<file path="src/rtl/ramp_sweep_analyzer.sv">
// Ramp sweep analyzer: tracks the extrema of a measured signal over one ramp half-sweep
// and reports the values and the ramp positions where they occurred.
module ramp_sweep_analyzer #(
  parameter int unsigned R     = 14,
  parameter int unsigned CNT_W = 32
) (
  input  logic                clk,
  input  logic                rstn,
  input  logic                enable,
  input  logic                half_sel,
  input  logic signed [R-1:0] ramp_in,
  input  logic signed [R-1:0] sig_in,
  input  logic                trig_low,
  input  logic                trig_hig,
  output logic signed [R-1:0] max_val,
  output logic signed [R-1:0] max_pos,
  output logic signed [R-1:0] min_val,
  output logic signed [R-1:0] min_pos,
  output logic [CNT_W-1:0]    sweep_len,
  output logic                valid,
  output logic                busy
);

  typedef enum logic [1:0] {IDLE, ARM, SCAN, DONE} state_t;

  state_t              state_q, state_d;
  logic signed [R-1:0] s_ramp_q, s_sig_q;
  logic                s_tlo_q, s_thi_q;
  logic                hsel_q, hsel_d;
  logic signed [R-1:0] trk_max_q, trk_max_d, trk_max_pos_q, trk_max_pos_d;
  logic signed [R-1:0] trk_min_q, trk_min_d, trk_min_pos_q, trk_min_pos_d;
  logic [CNT_W-1:0]    cnt_q, cnt_d;
  logic signed [R-1:0] max_val_q, max_val_d, max_pos_q, max_pos_d;
  logic signed [R-1:0] min_val_q, min_val_d, min_pos_q, min_pos_d;
  logic [CNT_W-1:0]    sweep_len_q, sweep_len_d;
  logic                valid_q, valid_d, busy_q, busy_d;
  logic                start_c, stop_c;

  // Next-state, tracker and result logic
  always_comb begin
    state_d       = state_q;
    hsel_d        = hsel_q;
    trk_max_d     = trk_max_q;
    trk_max_pos_d = trk_max_pos_q;
    trk_min_d     = trk_min_q;
    trk_min_pos_d = trk_min_pos_q;
    cnt_d         = cnt_q;
    max_val_d     = max_val_q;
    max_pos_d     = max_pos_q;
    min_val_d     = min_val_q;
    min_pos_d     = min_pos_q;
    sweep_len_d   = sweep_len_q;
    valid_d       = 1'b0;

    // Sweep direction is frozen once a scan is under way
    if (state_q == IDLE || state_q == ARM) begin
      hsel_d = half_sel;
    end
    start_c = hsel_d ? s_thi_q : s_tlo_q;
    stop_c  = hsel_d ? s_tlo_q : s_thi_q;

    if (!enable) begin
      state_d = IDLE;
    end else begin
      unique case (state_q)
        IDLE: state_d = ARM;
        ARM: begin
          if (start_c) begin
            state_d       = SCAN;
            trk_max_d     = s_sig_q;
            trk_min_d     = s_sig_q;
            trk_max_pos_d = s_ramp_q;
            trk_min_pos_d = s_ramp_q;
            cnt_d         = CNT_W'(1);
          end
        end
        SCAN: begin
          cnt_d = (cnt_q == '1) ? cnt_q : cnt_q + CNT_W'(1);
          if (s_sig_q > trk_max_q) begin
            trk_max_d     = s_sig_q;
            trk_max_pos_d = s_ramp_q;
          end
          if (s_sig_q < trk_min_q) begin
            trk_min_d     = s_sig_q;
            trk_min_pos_d = s_ramp_q;
          end
          // Results are published on entry to DONE so they appear with valid
          if (stop_c) begin
            state_d     = DONE;
            max_val_d   = trk_max_d;
            max_pos_d   = trk_max_pos_d;
            min_val_d   = trk_min_d;
            min_pos_d   = trk_min_pos_d;
            sweep_len_d = cnt_d;
            valid_d     = 1'b1;
          end
        end
        DONE:    state_d = ARM;
        default: state_d = IDLE;
      endcase
    end

    busy_d = (state_d == SCAN);
  end

  // Input stage and state registers
  always_ff @(posedge clk or negedge rstn) begin
    if (!rstn) begin
      state_q       <= IDLE;
      s_ramp_q      <= '0;
      s_sig_q       <= '0;
      s_tlo_q       <= 1'b0;
      s_thi_q       <= 1'b0;
      hsel_q        <= 1'b0;
      trk_max_q     <= '0;
      trk_max_pos_q <= '0;
      trk_min_q     <= '0;
      trk_min_pos_q <= '0;
      cnt_q         <= '0;
      max_val_q     <= '0;
      max_pos_q     <= '0;
      min_val_q     <= '0;
      min_pos_q     <= '0;
      sweep_len_q   <= '0;
      valid_q       <= 1'b0;
      busy_q        <= 1'b0;
    end else begin
      state_q       <= state_d;
      s_ramp_q      <= ramp_in;
      s_sig_q       <= sig_in;
      s_tlo_q       <= trig_low;
      s_thi_q       <= trig_hig;
      hsel_q        <= hsel_d;
      trk_max_q     <= trk_max_d;
      trk_max_pos_q <= trk_max_pos_d;
      trk_min_q     <= trk_min_d;
      trk_min_pos_q <= trk_min_pos_d;
      cnt_q         <= cnt_d;
      max_val_q     <= max_val_d;
      max_pos_q     <= max_pos_d;
      min_val_q     <= min_val_d;
      min_pos_q     <= min_pos_d;
      sweep_len_q   <= sweep_len_d;
      valid_q       <= valid_d;
      busy_q        <= busy_d;
    end
  end

  assign max_val   = max_val_q;
  assign max_pos   = max_pos_q;
  assign min_val   = min_val_q;
  assign min_pos   = min_pos_q;
  assign sweep_len = sweep_len_q;
  assign valid     = valid_q;
  assign busy      = busy_q;

endmodule
</file>
<file path="config.mk">
export PLATFORM = sky130hd
export DESIGN_NAME = ramp_sweep_analyzer
export DESIGN_NICKNAME = d
export VERILOG_FILES = /design/src/rtl/ramp_sweep_analyzer.sv
export SDC_FILE = /design/constraint.sdc
export NUM_CORES = 1
export LEC_CHECK = 0
export ABC_CLOCK_PERIOD_IN_PS = 3600
export BUFFER_PORTS_ARGS = -buffer_cell sky130_fd_sc_hd__buf_2
export CORE_MARGIN = 2
export CORE_UTILIZATION = 40
export DETAILED_ROUTE_END_ITERATION = 16
export HOLD_SLACK_MARGIN = 0.15
export PLACE_DENSITY = 0.6
export REMOVE_ABC_BUFFERS = 1
export SETUP_SLACK_MARGIN = 0.3
export SLEW_MARGIN = 10
export SYNTH_ARGS = -nofsm -noshare
export SYNTH_HDL_FRONTEND = slang
export SYNTH_SLANG_ARGS = --single-unit
</file>
<file path="constraint.sdc">
create_clock -name clk -period 3.6 [get_ports clk]
set_input_delay 0.72 -clock clk [delete_from_list [all_inputs] [get_ports clk]]
set_output_delay 0.72 -clock clk [all_outputs]
set_load 0.01 [all_outputs]
</file>
==> results of run 1 <==
==> synth_stat cells, drive strengths merged (2+ instances only) <==
library cell / number
a21oi: 45
mux2i: 56
xnor2: 16
ha: 32
nor3: 9
and4: 6
o21ai: 112
nand3: 16
o22ai: 4
nor4: 6
nand4: 13
nand2b: 4
a21boi: 2
o31ai: 3
a31oi: 31
a211o: 2
o2111ai: 2
nand2: 92
a211oi: 2
and3: 11
and2: 2
a221o: 2
a221oi: 2
a21o: 6
nor2: 70
buf: 21
clkbuf: 37
xor2: 11
nor2b: 2
dfrtp: 211
mux2: 58
inv: 44
==> logic make-up (layout without fill, tap and decap cells) <==
family | Yosys count | in the layout | synth area share
AOI/OAI and AO/OA | 221 | 221 | 0.129
xor gates and xnor gates | 27 | 27 | 0.0235
adders and majority gates | 32 | 32 | 0.0399
buffers and inverters | 102 | 223 | 0.0434
DFF | 211 | 211 | 0.526
muxes | 114 | 114 | 0.129
and+or+nand+nor | 234 | 234 | 0.110
==> stage by stage <==
step                      setup slack (ns)  hold WS [ns]  TNS [ns]
final                                0.838         0.228         0
after CTS                            0.830         0.247         0
after floorplan                      -2.47         0.424   -148.32
after detailed placement             0.845         0.465         0
after global placement               0.917         0.456         0
after global routing                 0.660         0.271         0
==> worst max path at each step <==
stage,from,endpoint,slack (ns),cells after the start
after floorplan,s_sig_q[13]$_DFF_PN0_,trk_max_pos_q[0]$_DFFE_PN0P_,-2.47,7
after global placement,s_sig_q[3]$_DFF_PN0_,trk_max_pos_q[11]$_DFFE_PN0P_,0.92,8
after detailed placement,s_sig_q[3]$_DFF_PN0_,trk_max_pos_q[6]$_DFFE_PN0P_,0.84,8
after CTS,s_sig_q[3]$_DFF_PN0_,trk_max_pos_q[6]$_DFFE_PN0P_,0.83,8
after global routing,s_sig_q[3]$_DFF_PN0_,trk_max_pos_q[6]$_DFFE_PN0P_,0.66,8
final,s_sig_q[3]$_DFF_PN0_,trk_max_q[13]$_DFFE_PN0P_,0.84,8
==> critical path: cells and delay by family, from the launching register on <==
| family | cells | cell delay (ns) |
|---|---|---|
| flip-flops | 1 | 0.46 |
| multiplexers | 1 | 0.35 |
| AO/OA/AOI/OAI | 5 | 1.24 |
| buffers and inverters | 1 | 0.23 |
| adder cells (fa/ha/maj) | 1 | 0.36 |
==> flip-flops by register name, summed over array words and instances, names as in the netlist, 14 cells and up <==
name	count
cnt_q	32
max_pos	14
max_val	14
min_pos	14
min_val	14
s_ramp_q	14
s_sig_q	14
sweep_len	32
trk_max_pos_q	14
trk_max_q	14
trk_min_pos_q	14
trk_min_q	14
==> where the power goes <==
group          switching [W]  total [W]  internal, W
Clock               0.000940    0.00237      0.00143
Sequential          0.000512    0.00366      0.00314
Combinational        0.00177    0.00322      0.00145
Total                0.00323    0.00925      0.00603
==> per-layer routing <==
layer | GRT usage | vias to the layer above | wire, um
met5 | 0 | - | 0
met2 | 0.279 | 165 | 10500
met1 | 0.250 | 3469 | 10800
li1 | - | 3513 | -
met4 | 0.0459 | 0 | 485
met3 | 0.0321 | 32 | 1200
==> layout make-up <==
class / count / area share
Timing Repair Buffer: 138 / 0.0680
Clock inverter: 3 / 0.00372
Inverter: 44 / 0.0140
Sequential cell: 211 / 0.448
Multi-Input combinational cell: 628 / 0.370
Tap cell: 324 / 0.0344
Clock buffer: 38 / 0.0613
==> impl_metrics.sql, run 1 <==
INSERT INTO impl_metrics (metric_group, metric, value, unit) VALUES
('sta', 'headroom_to_the_max_slew_limit', '0.178', ''),
('sta', 'maxClockFrequency', '362', 'MHz'),
('worst_setup_path', 'cp_slowest_cell', 'sky130_fd_sc_hd__dfrtp_1', ''),
('power', 'vdd.ir_drop.worst', '0.000449', 'V'),
('place', 'dpl.hpwl', '14400', 'um'),
('clock_network', 'cts_setup_buffers', '0', ''),
('detailed_routing', 'wirelength', '22900', 'um'),
('synth', 'synth_area', '10000', 'um^2'),
('sta', 'count_of_final_setup_violators', '0', ''),
('layout', 'final_layout_size_suffix_gt1_frac', '0.235', ''),
('worst_setup_path', 'critPathMaxFanout', '18', ''),
('layout', 'layoutNonFillerInstCount', '1386', ''),
('clock_network', 'clk_pin_slew', '0.06', 'ns'),
('clock_network', 'htreeDepth', '1', ''),
('sta', 'grt_setup_unrepaired', 'no', ''),
('flow_run', 'drv.max_cap_violation_count', '0', ''),
('layout', 'layout.nets', '1112', ''),
('floorplan', 'start_util', '0.411', ''),
('clock_network', 'clock_tree.buffer_depth', '3', ''),
('worst_setup_path', 'reg2reg_depth', '8', ''),
('sta', 'post-route-period-util', '0.767', ''),
('synth', 'postSynthAreaPerCell', '10.7', 'um^2'),
('global_route', 'grt_overflow_total', '0', ''),
('outcome', 'outcome', 'completed', ''),
('synth', 'netlist_instances', '941', ''),
('synth', 'synth.distinct_cells', '58', ''),
('place', 'routabilityCongestion', '0.768', ''),
('clock_network', 'cts_hold_repair.buffers', '0', ''),
('layout', 'ant_diodes', '0', ''),
('worst_setup_path', 'setup.worst_path.end_class', 'register', ''),
('clock_network', 'cts-buffers-inserted', '23', ''),
('global_route', 'first_global_vias', '6847', ''),
('clock_network', 'tritoncts_num_sinks', '211', ''),
('clock_network', 'insertion_delay', '0.52', 'ns'),
('sta', 'post-route-min-period', '2.76', 'ns'),
('synth', 'seq_area_frac_synth', '0.526', ''),
('detailed_routing', 'wl_per_cell', '16.5', 'um'),
('synth', 'synth-seq-cells', '211', ''),
('synth', 'synth_edf_count', '0', ''),
('floorplan', 'design.core.area', '24500', 'um^2'),
('worst_setup_path', 'worst_ep_arrival_time', '3.15', 'ns'),
('detailed_routing', 'detailroute.via_count', '7179', ''),
('synth', 'yosysTopAreaCellShare', '0.526', ''),
('power', 'totalPowerFinal', '0.00925', 'W'),
('floorplan', 'num_rows', '57', ''),
('worst_setup_path', 'r2r-start', 's_sig_q[3]$_DFF_PN0_', ''),
('layout', 'flow.area_growth_from_synthesis', '17.3', '%'),
('global_route', 'grtUsageTotal', '0.176', ''),
('sta', 'hold_viol', '0', ''),
('synth', 'post_synth_main_area_contributors', 'sky130_fd_sc_hd__dfrtp_1 53%, sky130_fd_sc_hd__mux2i_1 5.5%, sky130_fd_sc_hd__o21ai_0 5.3%', ''),
('detailed_routing', 'drt.antenna.violating_nets', '0', ''),
('synth', 'synth_ff_type', 'sky130_fd_sc_hd__dfrtp_1', ''),
('clock_network', 'tritoncts', 'yes', ''),
('detailed_routing', 'drt-initial-drc-count', '421', ''),
('worst_setup_path', 'worstPathCellList', 'ha_1 > a211oi_1 > o21ai_0 > o31ai_1 > a221oi_4 > o21ai_4 > buf_12 > mux2_2', ''),
('layout', 'multi_input_comb_area', '4360', 'um^2'),
('sta', 'slew_viol_final', '0', ''),
('global_route', 'pin_count_of_the_biggest_net_entering_global_routing', '134', ''),
('floorplan', 'fp.dieArea', '26400', 'um^2'),
('layout', 'mostFrequentLayoutCell', 'sky130_fd_sc_hd__dfrtp_1', ''),
('sta', 'worst_slew_pin_slew', '1.23', 'ns'),
('worst_setup_path', 'worstPathRequired', '3.99', 'ns'),
('power', 'power.static_leakage', '5.66', 'nW'),
('worst_setup_path', 'worst_r2r_endpoint', 'trk_max_q[13]$_DFFE_PN0P_', ''),
('detailed_routing', 'detail_route.drc_violations', '0', ''),
('synth', 'yosysTopAreaCell', 'sky130_fd_sc_hd__dfrtp_1', ''),
('floorplan', 'die_height', '162', 'um'),
('floorplan', 'chipWidth', '162', 'um'),
('sta', 'finClkSkew', '0.0172', 'ns'),
('global_route', 'global_route_wire_length_before_repair', '37300', 'um'),
('clock_network', 'cts-resized-gates', '0', '');
(Power assumes the default switching activity.)
==> run 2: changes to the inputs <==
--- a/config.mk
+++ b/config.mk
@@ -5,13 +5,14 @@
 export SDC_FILE = /design/constraint.sdc
 export NUM_CORES = 1
 export LEC_CHECK = 0
-export ABC_CLOCK_PERIOD_IN_PS = 3600
+export ABC_AREA = 1
+export ABC_CLOCK_PERIOD_IN_PS = 2650
 export BUFFER_PORTS_ARGS = -buffer_cell sky130_fd_sc_hd__buf_2
 export CORE_MARGIN = 2
 export CORE_UTILIZATION = 40
 export DETAILED_ROUTE_END_ITERATION = 16
 export HOLD_SLACK_MARGIN = 0.15
-export PLACE_DENSITY = 0.6
+export PLACE_DENSITY = 0.59
 export REMOVE_ABC_BUFFERS = 1
 export SETUP_SLACK_MARGIN = 0.3
 export SLEW_MARGIN = 10
==> constraint.sdc (replaced) <==
create_clock -name clk -period 2.65 [get_ports clk]
set_input_delay 0.53 -clock clk [delete_from_list [all_inputs] [get_ports clk]]
set_output_delay 0.53 -clock clk [all_outputs]
set_load 0.01 [all_outputs]
==> run 2 against run 1 <==
Non-clock buffer count grew 61; combinational power grew 90%; clock power grew 46%; setup slack lost 0.43 ns; utilization grew 2.1 points; fmax grew 23%; clock skew grew 0.00089 ns; die area grew 5.7%; routed wire length grew 33%; largest power group is now combinational logic; highest routed layer unchanged.
==> impl_metrics.sql, run 2 <==
INSERT INTO impl_metrics (metric_group, metric, value, unit) VALUES
('outcome', 'outcome', 'completed', ''),
('worst_setup_path', 'timing.reg2reg.setup_slack', '0.41', 'ns'),
('clock_network', 'tritoncts_num_sinks', '211', ''),
('sta', 'post-route-period-util', '0.845', ''),
('power', 'power.net_switching', '0.00588', 'W'),
('global_route', 'grt_overflow_total', '0', ''),
('worst_setup_path', 'setup.worst_path.end_class', 'register', ''),
('sta', 'hold-worst-slack', '0.284', 'ns'),
('worst_setup_path', 'cpMostUsedCell', 'sky130_fd_sc_hd__nand2_1', ''),
('layout', 'ant_diodes', '0', ''),
('synth', 'synth_top_cells_by_count', '417 x sky130_fd_sc_hd__nand2_1, 211 x sky130_fd_sc_hd__dfrtp_1, 194 x sky130_fd_sc_hd__nand3_1', ''),
('clock_network', 'clk_pin_slew', '0.06', 'ns'),
('clock_network', 'tritoncts', 'yes', ''),
('global_route', 'global_route_wire_length_before_repair', '49200', 'um'),
('synth', 'synth_ff_type', 'sky130_fd_sc_hd__dfrtp_1', ''),
('power', 'power.clock.fraction', '0.241', ''),
('place', 'routabilityCongestion', '0.925', ''),
('clock_network', 'clock-root-buffer', 'sky130_fd_sc_hd__clkbuf_16', ''),
('flow_run', 'drv.max_cap_violation_count', '0', ''),
('sta', 'worst_slew_pin_slew', '0.684', 'ns'),
('floorplan', 'die_height', '167', 'um'),
('worst_setup_path', 'worstPathCellList', 'ha_4 > nand2_1 > inv_2 > nand2_2 > nor3_2 > nand2_1 > nand2_2 > nand2_1 > nand2_4 > buf_4 > nand3_1 > nand3_1 > a21oi_2', ''),
('sta', 'finClkSkew', '0.0181', 'ns'),
('worst_setup_path', 'cp_slowest_cell', 'sky130_fd_sc_hd__dfrtp_2', ''),
('layout', 'layout.nets', '1587', ''),
('sta', 'worst_slack', '0.411', 'ns'),
('sta', 'grt_setup_unrepaired', 'yes', ''),
('sta', 'slew_viol_final', '0', ''),
('sta', 'headroom_to_the_max_slew_limit', '0.544', ''),
('floorplan', 'design.core.area', '26100', 'um^2'),
('power', 'switching_share', '0.408', ''),
('detailed_routing', 'firstDrtPassIters', '5', ''),
('worst_setup_path', 'crit_type', 'reg -> reg', ''),
('worst_setup_path', 'startpoint_type', 'register', ''),
('floorplan', 'chipWidth', '167', 'um'),
('clock_network', 'cts-buffers-inserted', '25', ''),
('clock_network', 'htreeDepth', '1', ''),
('power', 'power.static_leakage', '6.82', 'nW'),
('power', 'combPwrFrac', '0.424', ''),
('power', 'vdd.ir_drop.worst', '0.000689', 'V'),
('synth', 'yosysTopAreaCell', 'sky130_fd_sc_hd__dfrtp_1', ''),
('global_route', 'grtUsageTotal', '0.215', ''),
('global_route', 'pin_count_of_the_biggest_net_entering_global_routing', '91', ''),
('place', 'dpl.hpwl', '19600', 'um'),
('sta', 'post-route-min-period', '2.24', 'ns'),
('synth', 'post-synth-top-count-cell', 'sky130_fd_sc_hd__nand2_1', ''),
('power', 'seqPwrFrac', '0.335', ''),
('global_route', 'grt_antenna_before_repair', '0', ''),
('worst_setup_path', 'critPathMaxFanout', '7', ''),
('worst_setup_path', 'critPathBufInv', '2', ''),
('layout', 'final_layout_size_suffix_gt1_frac', '0.165', ''),
('clock_network', 'clock_tree.buffer_depth', '3', ''),
('detailed_routing', 'wl_per_cell', '16.3', 'um'),
('synth', 'yosysTopAreaCellShare', '0.497', ''),
('layout', 'final.fill_count', '2576', ''),
('worst_hold_path', 'hold_path.class', 'in -> reg', ''),
('synth', 'synthesis.yosys.warnings', '0', ''),
('synth', 'synth.distinct_cells', '32', ''),
('synth', 'seq_area_frac_synth', '0.497', ''),
('clock_network', 'insertion_delay', '0.53', 'ns'),
('sta', 'hold_viol', '0', ''),
('detailed_routing', 'drt.antenna.violating_nets', '0', ''),
('synth', 'synth-seq-cells', '211', ''),
('floorplan', 'start_util', '0.408', ''),
('worst_setup_path', 'slowest_delay', '0.46', 'ns'),
('floorplan', 'fp.dieArea', '27900', 'um^2'),
('floorplan', 'num_rows', '59', ''),
('synth', 'synth_edf_count', '0', ''),
('synth', 'synth_area', '10600', 'um^2'),
('layout', 'layout_common_cells', '412 x sky130_fd_sc_hd__nand2_1, 209 x sky130_fd_sc_hd__dfrtp_1, 192 x sky130_fd_sc_hd__nand3_1', ''),
('synth', 'netlist_instances', '1350', ''),
('sta', 'count_of_final_setup_violators', '0', ''),
('place', 'number_of_buffer_cells_added_on_primary_ports', '123', ''),
('synth', 'ys_async_sr_fraction', '1.00', ''),
('detailed_routing', 'detail_route.drc_violations', '0', ''),
('floorplan', 'count_of_boundary_i_o_pins', '124', ''),
('detailed_routing', 'viasPerCell', '5.14', ''),
('power', 'internal-power', '0.00854', 'W'),
('worst_setup_path', 'worst_ep_arrival_time', '2.64', 'ns'),
('synth', 'post_synth_main_area_contributors', 'sky130_fd_sc_hd__dfrtp_1 50%, sky130_fd_sc_hd__nand2_1 15%, sky130_fd_sc_hd__nand3_1 9.1%', ''),
('worst_setup_path', 'worstPathRequired', '3.05', 'ns'),
('place', 'dp_worst_setup_slack', '0.176', 'ns'),
('detailed_routing', 'drt-initial-drc-count', '614', ''),
('worst_setup_path', 'timing.critical_path.max_delay_family', 'simple AND/OR/NAND/NOR gates', ''),
('power', 'power_per_cell_area', '1100', 'nW/um^2'),
('synth', 'postSynthAreaPerCell', '7.87', 'um^2'),
('detailed_routing', 'detailroute.via_count', '9627', ''),
('layout', 'mostFrequentLayoutCell', 'sky130_fd_sc_hd__nand2_1', ''),
('sta', 'maxClockFrequency', '447', 'MHz'),
('global_route', 'first_global_vias', '9448', ''),
('layout', 'flow.area_growth_from_synthesis', '23.1', '%'),
('detailed_routing', 'wirelength', '30600', 'um');
-- run 2: repair_timing --
item | CTS | global route
hold buffers | 31 | 0
gates resized for setup | 4 | 39
hold endpoints to repair | 80 | 0
pin swaps | 1 | 7
cloned | 1 | 3
setup buffers | 3 | 10
setup endpoints to repair | 53 | 154
-- run 2: path summary, 6_finish.rpt --
path / startpoint / to / cells after the start
worst max-delay path: s_sig_q[13]$_DFF_PN0_ / trk_max_pos_q[1]$_DFFE_PN0P_ / 13
worst min-delay path: half_sel / hsel_q$_DFF_PN0_ / 3
worst max register to register: s_sig_q[13]$_DFF_PN0_ / trk_max_pos_q[1]$_DFFE_PN0P_ / 13
worst min register to register: sweep_len[27]$_DFFE_PN0P_ / sweep_len[27]$_DFFE_PN0P_ / 2
max in group asynchronous: rstn / s_sig_q[4]$_DFF_PN0_ / 3
min in group asynchronous: rstn / cnt_q[7]$_DFFE_PN0P_ / 2
-- run 2: kinds of logic (layout without fill, tap and decap cells) --
kind of cell / after synthesis / in the layout / synth area share
and+or+nand+nor: 748 / 751 / 0.298
adders and majority gates: 32 / 32 / 0.0377
buffers and inverters: 202 / 387 / 0.0855
AOI/OAI and AO/OA: 138 / 138 / 0.0667
DFF: 211 / 211 / 0.497
xor gates and xnor gates: 19 / 19 / 0.0157
-- run 2: area by class of cell --
| cell class | count | area (um^2) | area share |
|---|---|---|---|
| multi-input cells | 940 | 4630 | 0.354 |
| clock buffers | 32 | 682 | 0.0521 |
| clock inverters | 12 | 148 | 0.0113 |
| flip-flops and latches | 211 | 5280 | 0.404 |
| well taps | 335 | 419 | 0.0320 |
| repair buffers | 199 | 1380 | 0.105 |
| inverters | 144 | 541 | 0.0413 |
-- run 2: worst register-to-register path, cell delays in order (launching register included) --
cell,delay [ns]
sky130_fd_sc_hd__dfrtp_2,0.46
sky130_fd_sc_hd__ha_4,0.32
sky130_fd_sc_hd__nand2_1,0.07
sky130_fd_sc_hd__inv_2,0.08
sky130_fd_sc_hd__nand2_2,0.06
sky130_fd_sc_hd__nor3_2,0.14
sky130_fd_sc_hd__nand2_1,0.14
sky130_fd_sc_hd__nand2_2,0.13
sky130_fd_sc_hd__nand2_1,0.10
sky130_fd_sc_hd__nand2_4,0.15
sky130_fd_sc_hd__buf_4,0.19
sky130_fd_sc_hd__nand3_1,0.11
sky130_fd_sc_hd__nand3_1,0.12
sky130_fd_sc_hd__a21oi_2,0.06
-- run 2: power groups by stage --
stage / Sequential, W / Combinational, W / Clock (W)
3_3_place_gp: 0.00485 / 0.00532 / 0
2_1_floorplan: 0.00501 / 0.00318 / 0
3_5_place_dp: 0.00487 / 0.00544 / 0
6_report: 0.00484 / 0.00611 / 0.00347
4_1_cts: 0.00483 / 0.00564 / 0.00355
5_1_grt: 0.00495 / 0.00681 / 0.00368
-- run 2: metal layers --
layer	GRT usage	vias up	wire length, um
met5	0	-	0
met4	0.0592	0	771
met3	0.0259	51	1450
met2	0.370	284	14900
met1	0.287	4631	13500
li1	-	4661	-
-- run 2: through the flow --
step	utilization	instance area [um^2]	instances	power (W)	TNS (ns)
floorplan	-	10300	1292	0.00819	-354.95
global placement	0.446	11600	1781	0.0102	0
detailed placement	0.446	11600	1781	0.0103	0
CTS	0.492	12800	1860	0.0140	0
global route	0.502	13100	1873	0.0154	0
finish	0.502	13100	1873	0.0144	0
